===== src/rtl/apb_slave_regs13.sv =====
// APB3 completer: CTRL/STAT/ID/scratch register file with programmable wait
// states, error responses for bad accesses and a registered level interrupt.
module apb_slave_regs13 #(
  parameter int          PADDR_WIDTH = 32,
  parameter int          PDATA_WIDTH = 32,
  parameter int          NUM_SCRATCH = 4,
  parameter logic [31:0] ID_VALUE    = 32'hA9B0_0013
) (
  input  logic                   pclock13,
  input  logic                   preset13,
  input  logic                   psel13,
  input  logic                   penable13,
  input  logic                   prwd13,
  input  logic [PADDR_WIDTH-1:0] paddr13,
  input  logic [PDATA_WIDTH-1:0] pwdata13,
  output logic [PDATA_WIDTH-1:0] prdata13,
  output logic                   pready13,
  output logic                   pslverr13,
  output logic                   int13
);

  localparam logic [7:0] OFF_CTRL = 8'h00;
  localparam logic [7:0] OFF_STAT = 8'h04;
  localparam logic [7:0] OFF_ID   = 8'h08;
  localparam logic [7:0] OFF_SCR0 = 8'h0C;
  localparam logic [7:0] OFF_LAST = 8'(12 + 4 * (NUM_SCRATCH - 1));

  typedef enum logic {
    ST_IDLE   = 1'b0,
    ST_ACCESS = 1'b1
  } state_t;

  state_t                 state_reg, state_next;
  logic [3:0]             cnt_reg, cnt_next;
  logic [PADDR_WIDTH-1:0] addr_reg;
  logic                   rwd_reg;
  logic [PDATA_WIDTH-1:0] wdata_reg;
  logic [PDATA_WIDTH-1:0] prdata_reg, prdata_next;
  logic                   pready_reg, pready_next;
  logic                   pslverr_reg, pslverr_next;
  logic                   int_reg;
  logic [3:0]             wait_reg;
  logic                   ie_reg;
  logic                   pend_reg;
  logic                   proto_reg;
  logic [PDATA_WIDTH-1:0] scratch_reg [NUM_SCRATCH];

  logic                   setup, active;
  logic                   latch, commit, proto_set;
  logic [PADDR_WIDTH-1:0] sel_addr;
  logic                   sel_rwd;
  logic [7:0]             off;
  logic [7:0]             scr_off;
  logic [5:0]             scr_idx;
  logic                   is_scr;
  logic                   upper_nz;
  logic                   dec_err;
  logic [PDATA_WIDTH-1:0] rd_val;
  logic [PDATA_WIDTH-1:0] rsp_data;
  logic                   ctrl_we, stat_we, pend_set;

  assign setup  = psel13 & ~penable13;
  assign active = psel13 & penable13;

  // Zero-wait transfers respond from the setup edge, so decode the live bus in
  // IDLE and the latched request once in ACCESS.
  assign sel_addr = (state_reg == ST_IDLE) ? paddr13 : addr_reg;
  assign sel_rwd  = (state_reg == ST_IDLE) ? prwd13  : rwd_reg;
  assign off      = sel_addr[7:0];
  assign scr_off  = off - OFF_SCR0;
  assign scr_idx  = scr_off[7:2];
  assign is_scr   = (off >= OFF_SCR0) && (off <= OFF_LAST);

  generate
    if (PADDR_WIDTH > 8) begin : g_upper
      assign upper_nz = |sel_addr[PADDR_WIDTH-1:8];
    end else begin : g_no_upper
      assign upper_nz = 1'b0;
    end
  endgenerate

  assign dec_err = (off[1:0] != 2'b00) | upper_nz | (off > OFF_LAST)
                 | (sel_rwd & (off == OFF_ID));

  always_comb begin
    rd_val = '0;
    case (off)
      OFF_CTRL: begin
        rd_val[3:0] = wait_reg;
        rd_val[4]   = ie_reg;
      end
      OFF_STAT: begin
        rd_val[0] = pend_reg;
        rd_val[1] = proto_reg;
      end
      OFF_ID:   rd_val = PDATA_WIDTH'(ID_VALUE);
      default: begin
        for (int k = 0; k < NUM_SCRATCH; k++) begin
          if (is_scr && (scr_idx == 6'(k))) rd_val = scratch_reg[k];
        end
      end
    endcase
  end

  assign rsp_data = (dec_err || sel_rwd) ? '0 : rd_val;

  // Next-state and response: pready is registered, so it is loaded one edge
  // ahead of the cycle in which the counter reaches zero.
  always_comb begin
    state_next   = state_reg;
    cnt_next     = cnt_reg;
    pready_next  = 1'b0;
    pslverr_next = 1'b0;
    prdata_next  = '0;
    latch        = 1'b0;
    commit       = 1'b0;
    proto_set    = 1'b0;
    case (state_reg)
      ST_IDLE: begin
        if (setup) begin
          latch      = 1'b1;
          state_next = ST_ACCESS;
          cnt_next   = wait_reg;
          if (wait_reg == 4'd0) begin
            pready_next  = 1'b1;
            pslverr_next = dec_err;
            prdata_next  = rsp_data;
          end
        end else if (active) begin
          // penable without a preceding setup; other slaves' accesses are
          // excluded by qualifying with our own psel.
          proto_set = 1'b1;
        end
      end
      ST_ACCESS: begin
        if (!active) begin
          state_next = ST_IDLE;
          proto_set  = 1'b1;
        end else if (cnt_reg == 4'd0) begin
          state_next = ST_IDLE;
          commit     = rwd_reg & ~dec_err;
        end else begin
          cnt_next = cnt_reg - 4'd1;
          if (cnt_reg == 4'd1) begin
            pready_next  = 1'b1;
            pslverr_next = dec_err;
            prdata_next  = rsp_data;
          end
        end
      end
      default: state_next = ST_IDLE;
    endcase
  end

  assign ctrl_we  = commit & (off == OFF_CTRL);
  assign stat_we  = commit & (off == OFF_STAT);
  assign pend_set = commit & is_scr;

  always_ff @(posedge pclock13 or negedge preset13) begin
    if (!preset13) begin
      state_reg   <= ST_IDLE;
      cnt_reg     <= '0;
      addr_reg    <= '0;
      rwd_reg     <= 1'b0;
      wdata_reg   <= '0;
      prdata_reg  <= '0;
      pready_reg  <= 1'b0;
      pslverr_reg <= 1'b0;
      int_reg     <= 1'b0;
      wait_reg    <= '0;
      ie_reg      <= 1'b0;
      pend_reg    <= 1'b0;
      proto_reg   <= 1'b0;
    end else begin
      state_reg   <= state_next;
      cnt_reg     <= cnt_next;
      if (latch) begin
        addr_reg  <= paddr13;
        rwd_reg   <= prwd13;
        wdata_reg <= pwdata13;
      end
      prdata_reg  <= prdata_next;
      pready_reg  <= pready_next;
      pslverr_reg <= pslverr_next;
      if (ctrl_we) begin
        wait_reg <= wdata_reg[3:0];
        ie_reg   <= wdata_reg[4];
      end
      // Set beats a simultaneous write-one-to-clear.
      pend_reg  <= pend_set  | (pend_reg  & ~(stat_we & wdata_reg[0]));
      proto_reg <= proto_set | (proto_reg & ~(stat_we & wdata_reg[1]));
      int_reg   <= pend_reg & ie_reg;
    end
  end

  generate
    for (genvar gi = 0; gi < NUM_SCRATCH; gi++) begin : g_scratch
      always_ff @(posedge pclock13 or negedge preset13) begin
        if (!preset13) begin
          scratch_reg[gi] <= '0;
        end else if (commit && is_scr && (scr_idx == 6'(gi))) begin
          scratch_reg[gi] <= wdata_reg;
        end
      end
    end
  endgenerate

  assign prdata13  = prdata_reg;
  assign pready13  = pready_reg;
  assign pslverr13 = pslverr_reg;
  assign int13     = int_reg;

endmodule


===== config.mk =====
export PLATFORM = sky130hd
export DESIGN_NAME = apb_slave_regs13
export DESIGN_NICKNAME = d
export VERILOG_FILES = /design/src/rtl/apb_slave_regs13.sv
export SDC_FILE = /design/constraint.sdc
export NUM_CORES = 1
export LEC_CHECK = 0
export CORE_MARGIN = 2
export CORE_UTILIZATION = 35
export CTS_BUF_LIST = sky130_fd_sc_hd__clkbuf_4 sky130_fd_sc_hd__clkbuf_8
export DETAILED_ROUTE_END_ITERATION = 12
export MAX_ROUTING_LAYER = met4
export PLACE_DENSITY_LB_ADDON = 0.25
export SLEW_MARGIN = 15
export SYNTH_ARGS = -nofsm -noshare
export SYNTH_HDL_FRONTEND = slang
export SYNTH_SLANG_ARGS = --single-unit

===== constraint.sdc =====
create_clock -name pclock13 -period 2.8 [get_ports pclock13]
set_input_delay 0.42 -clock pclock13 [delete_from_list [all_inputs] [get_ports pclock13]]
set_output_delay 0.42 -clock pclock13 [all_outputs]
set_load 0.01 [all_outputs]

* Word level (Yosys, flattened, before mapping) *
Cells that the tools add are included.

word-level totals
  register bits = 240
  input bits = 69
  logic and storage cells = 116

cells by class
  add/sub/neg operators = 2
  order comparisons = 3
  equality and inequality tests = 9
  mux-type cells = 44
  bitwise gates (word level) = 22
  reduce and logical (&&, ||, !) cells = 19

operator list
  operator                                                                          count
  32-bit 2-to-1 mux                                                                 11
  32-bit one-hot mux with 2 select lines                                            1
  27-bit one-hot mux with 2 select lines                                            1
  24-bit OR reduction                                                               1
  1-bit 2-to-1 mux                                                                  21
  1-bit bitwise AND                                                                 12
  6-bit by 2-bit == test with 1-bit output, second input constant                   2
  4-bit 2-to-1 mux                                                                  3
  1-bit logical AND                                                                 10
  3-bit one-hot mux with 3 select lines                                             1
  8-bit by 3-bit == test with 1-bit output, second input constant                   1
  8-bit by 4-bit == test with 1-bit output, second input constant                   1
  8-bit by 4-bit >= comparator with 1-bit output, second input constant             1
  8-bit by 5-bit greater-than comparator with 1-bit output, second input constant   1
  8-bit by 5-bit less-or-equal comparator with 1-bit output, second input constant  1
  4-bit zero test                                                                   2
  8-bit zero test                                                                   1
  1-bit one-hot mux with 2 select lines                                             4
  4-bit one-hot mux with 2 select lines                                             1
  8-bit by 4-bit subtractor with 8-bit output, second input constant                1
  6-bit by 1-bit == test with 1-bit output, second input constant                   1
  6-bit zero test                                                                   1
  2-bit one-hot mux with 3 select lines                                             1
  1-bit inverter                                                                    5
  other kinds (9)                                                                   14

* Logic depth before layout (Yosys ltp) *
Gate-level depths: netlist of the first run.

  depth in word-level cells = 15
  depth in mapped cells = 8
  depth with buffers taken out = 7

* Least setup slack after synthesis of the first run *
OpenSTA, ideal clock, no wires.

  path type = reg-to-reg
  from = register state_reg
  to = register prdata_reg[11], in the netlist prdata13[11]
  setup time = 0.104 ns
  arrival = 2.423 ns
  data required time = 2.696 ns
  setup slack = 0.273 ns
  cell stages (with the launch flop) = 8
  buffers on the path = 2
  period minus slack after synthesis = 2.527 ns
  cells stage by stage = dfrtp_1 > buf_2 > or4b_1 > or4_1 > a211oi_1 > o2111ai_1 > clkbuf_1 > a221oi_1

between the ends
  cells in the longest elaborated chain, start to end = 14
  elaborated cells on any way between the ends = 39

RTL lines
  element                                                                    line    source
  start: declaration                                                         33      state_t state_reg, state_next;
  start signal: assignment                                                   175     state_reg <= state_next;
  32-bit 2-to-1 mux                                                          67      assign sel_addr = (state_reg == ST_IDLE) ? paddr13 : addr_reg;
  8-bit by 4-bit subtractor with 8-bit output, or another cell as far along  70      assign scr_off = off - OFF_SCR0;
  6-bit zero test / 1-bit logical AND (equally long branches)                99, 72
  1-bit logical AND                                                          99      if (is_scr && (scr_idx == 6'(k))) rd_val = scratch_reg[k];
  32-bit 2-to-1 mux (4 in a row)                                             99
  27-bit one-hot mux with 2 select lines                                     87      case (off)
  32-bit 2-to-1 mux                                                          105     assign rsp_data = (dec_err || sel_rwd) ? '0 : rd_val;
  32-bit 2-to-1 mux                                                          144     if (cnt_reg == 4'd1) begin
  32-bit 2-to-1 mux                                                          139     end else if (cnt_reg == 4'd0) begin
  32-bit 2-to-1 mux                                                          136     if (!active) begin
  32-bit one-hot mux with 2 select lines *                                   118     case (state_reg)
  named net prdata_next[11]                                                  38      logic [PDATA_WIDTH-1:0] prdata_reg, prdata_next;
  end signal: assignment                                                     182     prdata_reg <= prdata_next;
  end: declaration                                                           38

The timed path passes the listed nets; every way through them passes the cells marked *.
A chain may end at the register's enable or synchronous reset.

* Worst setup path after layout of the first run *
Same ends and word-level chain as after synthesis.

==> results.yml, run 1 <==
cts:
  clock-sinks: 240
  clockRootBuffer: "clkbuf_8"
  path_clk_slew_ns: 0.06
  cts-resized-gates: 0
  ctsHtreeMaxLevel: 2
  cts_inserted_buffers: 42
  clkLatencyLatePin_ns: 0.55
  cts_tree: "yes"
  clk_path_buf_depth: 3
sta:
  setup_tns_ns: 0
  setup_viol: 0
  relSlewSlack_pct: 56.7
  period_share_pct: 92.8
  skew_ns: 0.0343
  fmax_mhz: 385
  tightest_slew_ns: 0.649
  maxSlewViolCount: 0
  hold_viol_final: 0
  rsz0062_at_grt: "no"
  fin_hold_ws_ns: 0.478
  finalCriticalPeriod_ns: 2.60
critical_path:
  slowest_delay_ns: 0.58
  r2r_end: "prdata13[11]"
  cp.arrival_ns: 3.04
  r2r_setup_slack_ns: 0.20
  path_depth: 7
  rr_worst_depth: 7
  crit_type: "flop to flop"
  rr_startpoint: "state_reg"
  worstPathCellList: "or4b_1 -> or4_1 -> a211oi_1 -> buf_4 -> o2111ai_2 -> buf_12 -> a221oi_1"
  crit_slowest_cell: "or4b_1"
  crit_fanout: 20
  required_ns: 3.24
  cp_top_family: "simple AND/OR/NAND/NOR gates"
  start_kind: "flop"
  crit_path_end: "prdata13[11]"
  startpoint: "state_reg"
  crit_path_end_kind: "flop"
  crit_buf_inv: 2
yosys:
  ys_warn_count: 0
  yosysTopAreaCell: "dfrtp_1"
  ys_seq_elements: 240
  ys_async_sr_fraction_pct: 100
  avgSynthCellArea_um2: 13.6
  synthTopCellsByArea: "dfrtp_1 (60%), mux2_2 (22%), a21oi_1 (1.7%)"
  syn-num-nets: 809
  yosys.area.top_type_share_pct: 59.7
  synth_edf_count: 0
  syn-cell-area_um2: 10100
  ys_top_cells_by_count: "dfrtp_1 (240), mux2_2 (197), a21oi_1 (34)"
  yosysSeqAreaShare_pct: 59.7
  yosysMostFrequentCell: "dfrtp_1"
  yosysUniqueCellTypes: 48
  synth_cells: 738
  synth-main-ff-cell: "dfrtp_1"
global_route:
  track_usage_pct: 17.2
  gr-total-overflow: 0
  grt_pass1_vias: 7189
  grt_max_degree: 85
  grt_first_pass_wirelength_mm: 40.0
  antenna_found_initial: 0
place:
  place_congestion: 0.798
  dp.cells: 1239
  port_buffers: 103
  hpwlAfterDp_mm: 15.6
  place_area_um2: 12000
cells_and_area:
  drive_gt1_share_pct: 35.6
  nets: 971
  stdcell_count: 1313
  area_growth_pct: 28.0
  fin_util_pct: 45.2
  largest_reg_flops: 128
  num_antenna_cells: 0
  final_area_um2: 12900
die:
  core.rowCount: 62
  die_h_um: 174
  start_util_pct: 35.3
  fp.dieW_um: 174
  ios: 104
  core_area_um2: 28500
  dieArea_um2: 30100
power:
  switching_share_pct: 24.3
  pwr_density_cell_nw_per_um2: 615
  power_leakage_nw: 5.78
  vdd_ir_drop_max_mv: 0.337
  p_int_mw: 5.99
  seq_power_share_pct: 49.0
  combinationalPowerShare_pct: 8.5
  clkPwrFrac_pct: 42.5
  p_sw_mw: 1.92
drt:
  routed_wl_mm: 24.5
  vias_per_cell: 5.19
  wl_per_cell_um: 18.7
  post-route-drc-count: 0
  drtIter0Drc: 384
  drt_first_pass_iters: 5
  ant_nets: 0
  vias: 6816
min_path:
  hold_path.class: "primary input to asynchronous set/reset pin"
status:
  status: "finished clean"
flow_run:
  maxCapViolations: 0
## layout by cell type, fill, tap and decap left out, types with 10 or more instances in the layout
cell type	n
clkbuf_8	52
a221oi_1	19
a22o_1	13
buf_4	45
clkbuf_4	15
buf_12	11
a222oi_1	15
nor3_1	11
dfrtp_1	240
a22oi_1	17
a21oi_1	34
nor4_1	10
nand4_1	10
nand2_1	27
mux2_2	197
nor2_1	18
clkdlybuf4s50_1	102
## layer usage
layer | routed length (um) | GRT usage, %
met3 | 1090 | 2.83
met4 | 438 | 4.80
met2 | 11900 | 27.4
met1 | 11100 | 22.8
met5 | 0 | -
## how the worst min path moves through the flow
stage,start,endpoint
after floorplan,preset13,addr_reg[0]
after global placement,proto_reg,proto_reg
after detailed placement,preset13,addr_reg[31]
after CTS,pwdata13[12],wdata_reg[12]
after global routing,pwdata13[7],wdata_reg[7]
final,preset13,scratch_reg[95]
## power by group through the flow
stage / sequential (mW) / clock [mW] / combinational, mW
floorplan: 3.86 / 0 / 0.365
global placement: 3.94 / 0 / 0.672
detailed placement: 3.94 / 0 / 0.680
CTS: 3.88 / 3.45 / 0.683
global route: 3.92 / 3.64 / 0.741
finish: 3.88 / 3.36 / 0.670
## cell type report
cell class	count	area, um2
well taps	384	480
multi-input cells	448	3860
clock inverters	6	65.1
fillers	2603	15600
inverters	8	30.0
clock buffers	67	828
flip-flops and latches	240	6010
repair buffers	160	1600
## stage by stage
| step | power [mW] | setup WS (ns) |
|---|---|---|
| final | 7.91 | 0.203 |
| after global routing | 8.30 | 0.00512 |
| after CTS | 8.02 | 0.183 |
| after detailed placement | 4.62 | -0.218 |
| after global placement | 4.61 | -0.125 |
| after floorplan | 4.22 | 0.273 |
## worst register-to-register path: stages (launching register included)
cell and delay, ns:
dfrtp_1 0.41, or4b_1 0.58, or4_1 0.47, a211oi_1 0.27, buf_4 0.17, o2111ai_2 0.15
buf_12 0.20, a221oi_1 0.25
## cells by family after synthesis
kind of cell,count (synthesis),synth area share (%)
adders and majority gates,2,0.249
buffers and inverters,50,2.04
DFF,240,59.7
AOI/OAI and AO/OA,137,9.99
muxes,198,22.2
xor gates and xnor gates,2,0.174
and+or+nand+nor,109,5.67
## timing repair
item | 4_1_cts | 5_1_grt
endpoints found under the hold margin | 79 | 0
setup buffers | 0 | 0
endpoints found under the setup margin | 0 | 0
hold buffers | 1 | 0
Note: power is estimated with default switching activity, not from simulation.
==> inputs of run 2 (changes only) <==
- ABC_AREA: default -> 1
==> results.yml, run 2 <==
status:
  status: "finished clean"
drt:
  ant_nets: 0
  vias_per_cell: 4.67
  vias: 9651
  wl_per_cell_um: 14.8
  drt_first_pass_iters: 5
  post-route-drc-count: 0
  routed_wl_mm: 30.6
  drtIter0Drc: 592
sta:
  tightest_slew_ns: 0.626
  fin_hold_ws_ns: 0.414
  skew_ns: 0.0256
  maxSlewViolCount: 0
  rsz0062_at_grt: "no"
  period_share_pct: 90.2
  setup_tns_ns: 0
  finalCriticalPeriod_ns: 2.53
  relSlewSlack_pct: 58.3
  fmax_mhz: 396
  hold_viol_final: 0
  setup_viol: 0
power:
  clkPwrFrac_pct: 42.5
  power_leakage_nw: 7.46
  switching_share_pct: 26.2
  p_int_mw: 5.99
  pwr_density_cell_nw_per_um2: 584
  combinationalPowerShare_pct: 9.7
  vdd_ir_drop_max_mv: 0.262
  p_sw_mw: 2.12
  seq_power_share_pct: 47.8
critical_path:
  crit_type: "flop to flop"
  r2r_setup_slack_ns: 0.27
  cp.arrival_ns: 2.99
  rr_worst_depth: 13
  required_ns: 3.27
  rr_startpoint: "state_reg"
  crit_path_end_kind: "flop"
  start_kind: "flop"
  r2r_end: "scratch_reg[1]"
  crit_fanout: 17
yosys:
  synth_edf_count: 0
  yosysUniqueCellTypes: 32
  synth_cells: 1509
  yosys.area.top_type_share_pct: 53.3
  ys_warn_count: 0
  synthTopCellsByArea: "dfrtp_1 (53%), nand2_1 (25%), nor2_1 (4.6%)"
  ys_async_sr_fraction_pct: 100
  ys_seq_elements: 240
  ys_top_cells_by_count: "nand2_1 (751), dfrtp_1 (240), nor2_1 (139)"
  yosysMostFrequentCell: "nand2_1"
  synth-main-ff-cell: "dfrtp_1"
  syn-num-nets: 1580
  syn-cell-area_um2: 11300
  avgSynthCellArea_um2: 7.47
  yosysSeqAreaShare_pct: 53.3
  yosysTopAreaCell: "dfrtp_1"
place:
  port_buffers: 103
  place_area_um2: 12900
  hpwlAfterDp_mm: 19.6
  place_congestion: 0.876
min_path:
  hold_depth: 3
  hold_path.class: "primary input to flop"
  hold_start: "pwdata13[7]"
  worstHoldEndpoint: "wdata_reg[7]"
cts:
  clockRootBuffer: "clkbuf_8"
  cts_tree: "yes"
  clk_path_buf_depth: 3
  path_clk_slew_ns: 0.06
  clock-sinks: 240
  clkLatencyLatePin_ns: 0.55
  ctsHtreeMaxLevel: 2
  cts_inserted_buffers: 44
die:
  ios: 104
  core_area_um2: 31600
  core.rowCount: 65
  start_util_pct: 35.6
  dieArea_um2: 33600
  die_h_um: 183
  fp.dieW_um: 183
cells_and_area:
  drive_gt1_share_pct: 9.49
  largest_reg_flops: 128
  num_antenna_cells: 0
  area_growth_pct: 23.2
  nets: 1706
  final_cell_mix: "nand2_1 (751), dfrtp_1 (240), nor2_1 (139)"
  final_area_um2: 13900
  n_fill_cell: 3201
  mostFrequentLayoutCell: "nand2_1"
flow_run:
  maxCapViolations: 0
global_route:
  antenna_found_initial: 0
  grt_first_pass_wirelength_mm: 51.1
  gr-total-overflow: 0
  grt_pass1_vias: 9743
  track_usage_pct: 19.6
  grt_max_degree: 99
## run 2: layout make-up
cell class / instances / area (um2) / area share [%]
Clock buffer: 72 / 910 / 6.55
Clock inverter: 4 / 20.0 / 0.144
Inverter: 129 / 487 / 3.51
Multi-Input combinational cell: 1074 / 4450 / 32.0
Sequential cell: 240 / 6010 / 43.3
Tap cell: 402 / 503 / 3.62
Timing Repair Buffer: 146 / 1510 / 10.9
## run 2: layer usage
| layer | wire, um | vias to the layer above | share of wire [%] | track usage, % |
|---|---|---|---|---|
| met5 | 0 | - | 0 | - |
| met4 | 718 | 0 | 2.3 | 5.79 |
| met3 | 1270 | 55 | 4.1 | 2.61 |
| met2 | 14100 | 210 | 46 | 31.5 |
| met1 | 14500 | 4538 | 47 | 26.1 |
| li1 | - | 4848 | - | - |
## run 2: per-stage QoR
stage	total power, mW	utilization [%]	worst slack (ns)	std cells
floorplan	4.29	-	0.928	1509
global placement	4.71	40.9	0.123	1990
detailed placement	4.73	40.9	0.140	1990
CTS	8.23	43.9	0.240	2067
global route	8.54	43.9	0.0216	2067
finish	8.11	43.9	0.274	2067
## run 2: cell families (layout without fill, tap and decap cells)
family                   Yosys count  after routing  synth area share [%]
AND/OR/NAND/NOR                 1023           1023                  36.8
flip-flops                       240            240                  53.3
buffers and inverters            195            351                  7.40
AO/OA/AOI/OAI                     48             48                  2.20
adder cells (fa/ha/maj)            2              2                 0.222
XOR/XNOR                           1              1                0.0777
## run 2: power groups by stage
stage	sequential, mW	combinational, mW	clock [mW]
final	3.88	0.785	3.45
after global routing	3.90	0.903	3.73
after CTS	3.88	0.799	3.55
after detailed placement	3.93	0.793	0
after global placement	3.93	0.782	0
after floorplan	3.85	0.441	0
## run 2: critical path, stage by stage, from the launching register on
cell	delay [ns]
dfrtp_1	0.53
inv_4	0.17
nand2_1	0.09
nand2_1	0.15
nor2_1	0.15
nand2_1	0.10
a21oi_1	0.21
nand2_1	0.13
nor2_4	0.12
nand2_2	0.14
nor2_4	0.28
buf_4	0.27
nand2_1	0.07
nand2_1	0.06
## run 2: how the worst max path moves through the flow
stage	start	slack, ns	endpoint	depth (start not counted)
final	state_reg	0.27	scratch_reg[1]	13
after global routing	state_reg	0.02	prdata13[16]	14
after CTS	state_reg	0.24	scratch_reg[1]	12
after detailed placement	paddr13[3]	0.14	scratch_reg[7]	14
after floorplan	state_reg	0.93	scratch_reg[33]	13
after global placement	paddr13[3]	0.12	scratch_reg[7]	14
## run 2: repair_timing
| item | in CTS | in global routing |
|---|---|---|
| endpoints found under the hold margin | 72 | 0 |
| gates resized for setup | 0 | 2 |
| hold buffers | 1 | 0 |
| setup endpoints to repair | 0 | 40 |
| setup buffers | 0 | 0 |
==> inputs of run 3 (changes only) <==
- CAP_MARGIN: default -> 20
==> results of run 3 <==
Same layout as run 2: the final DEF is identical, and so are final timing and power.
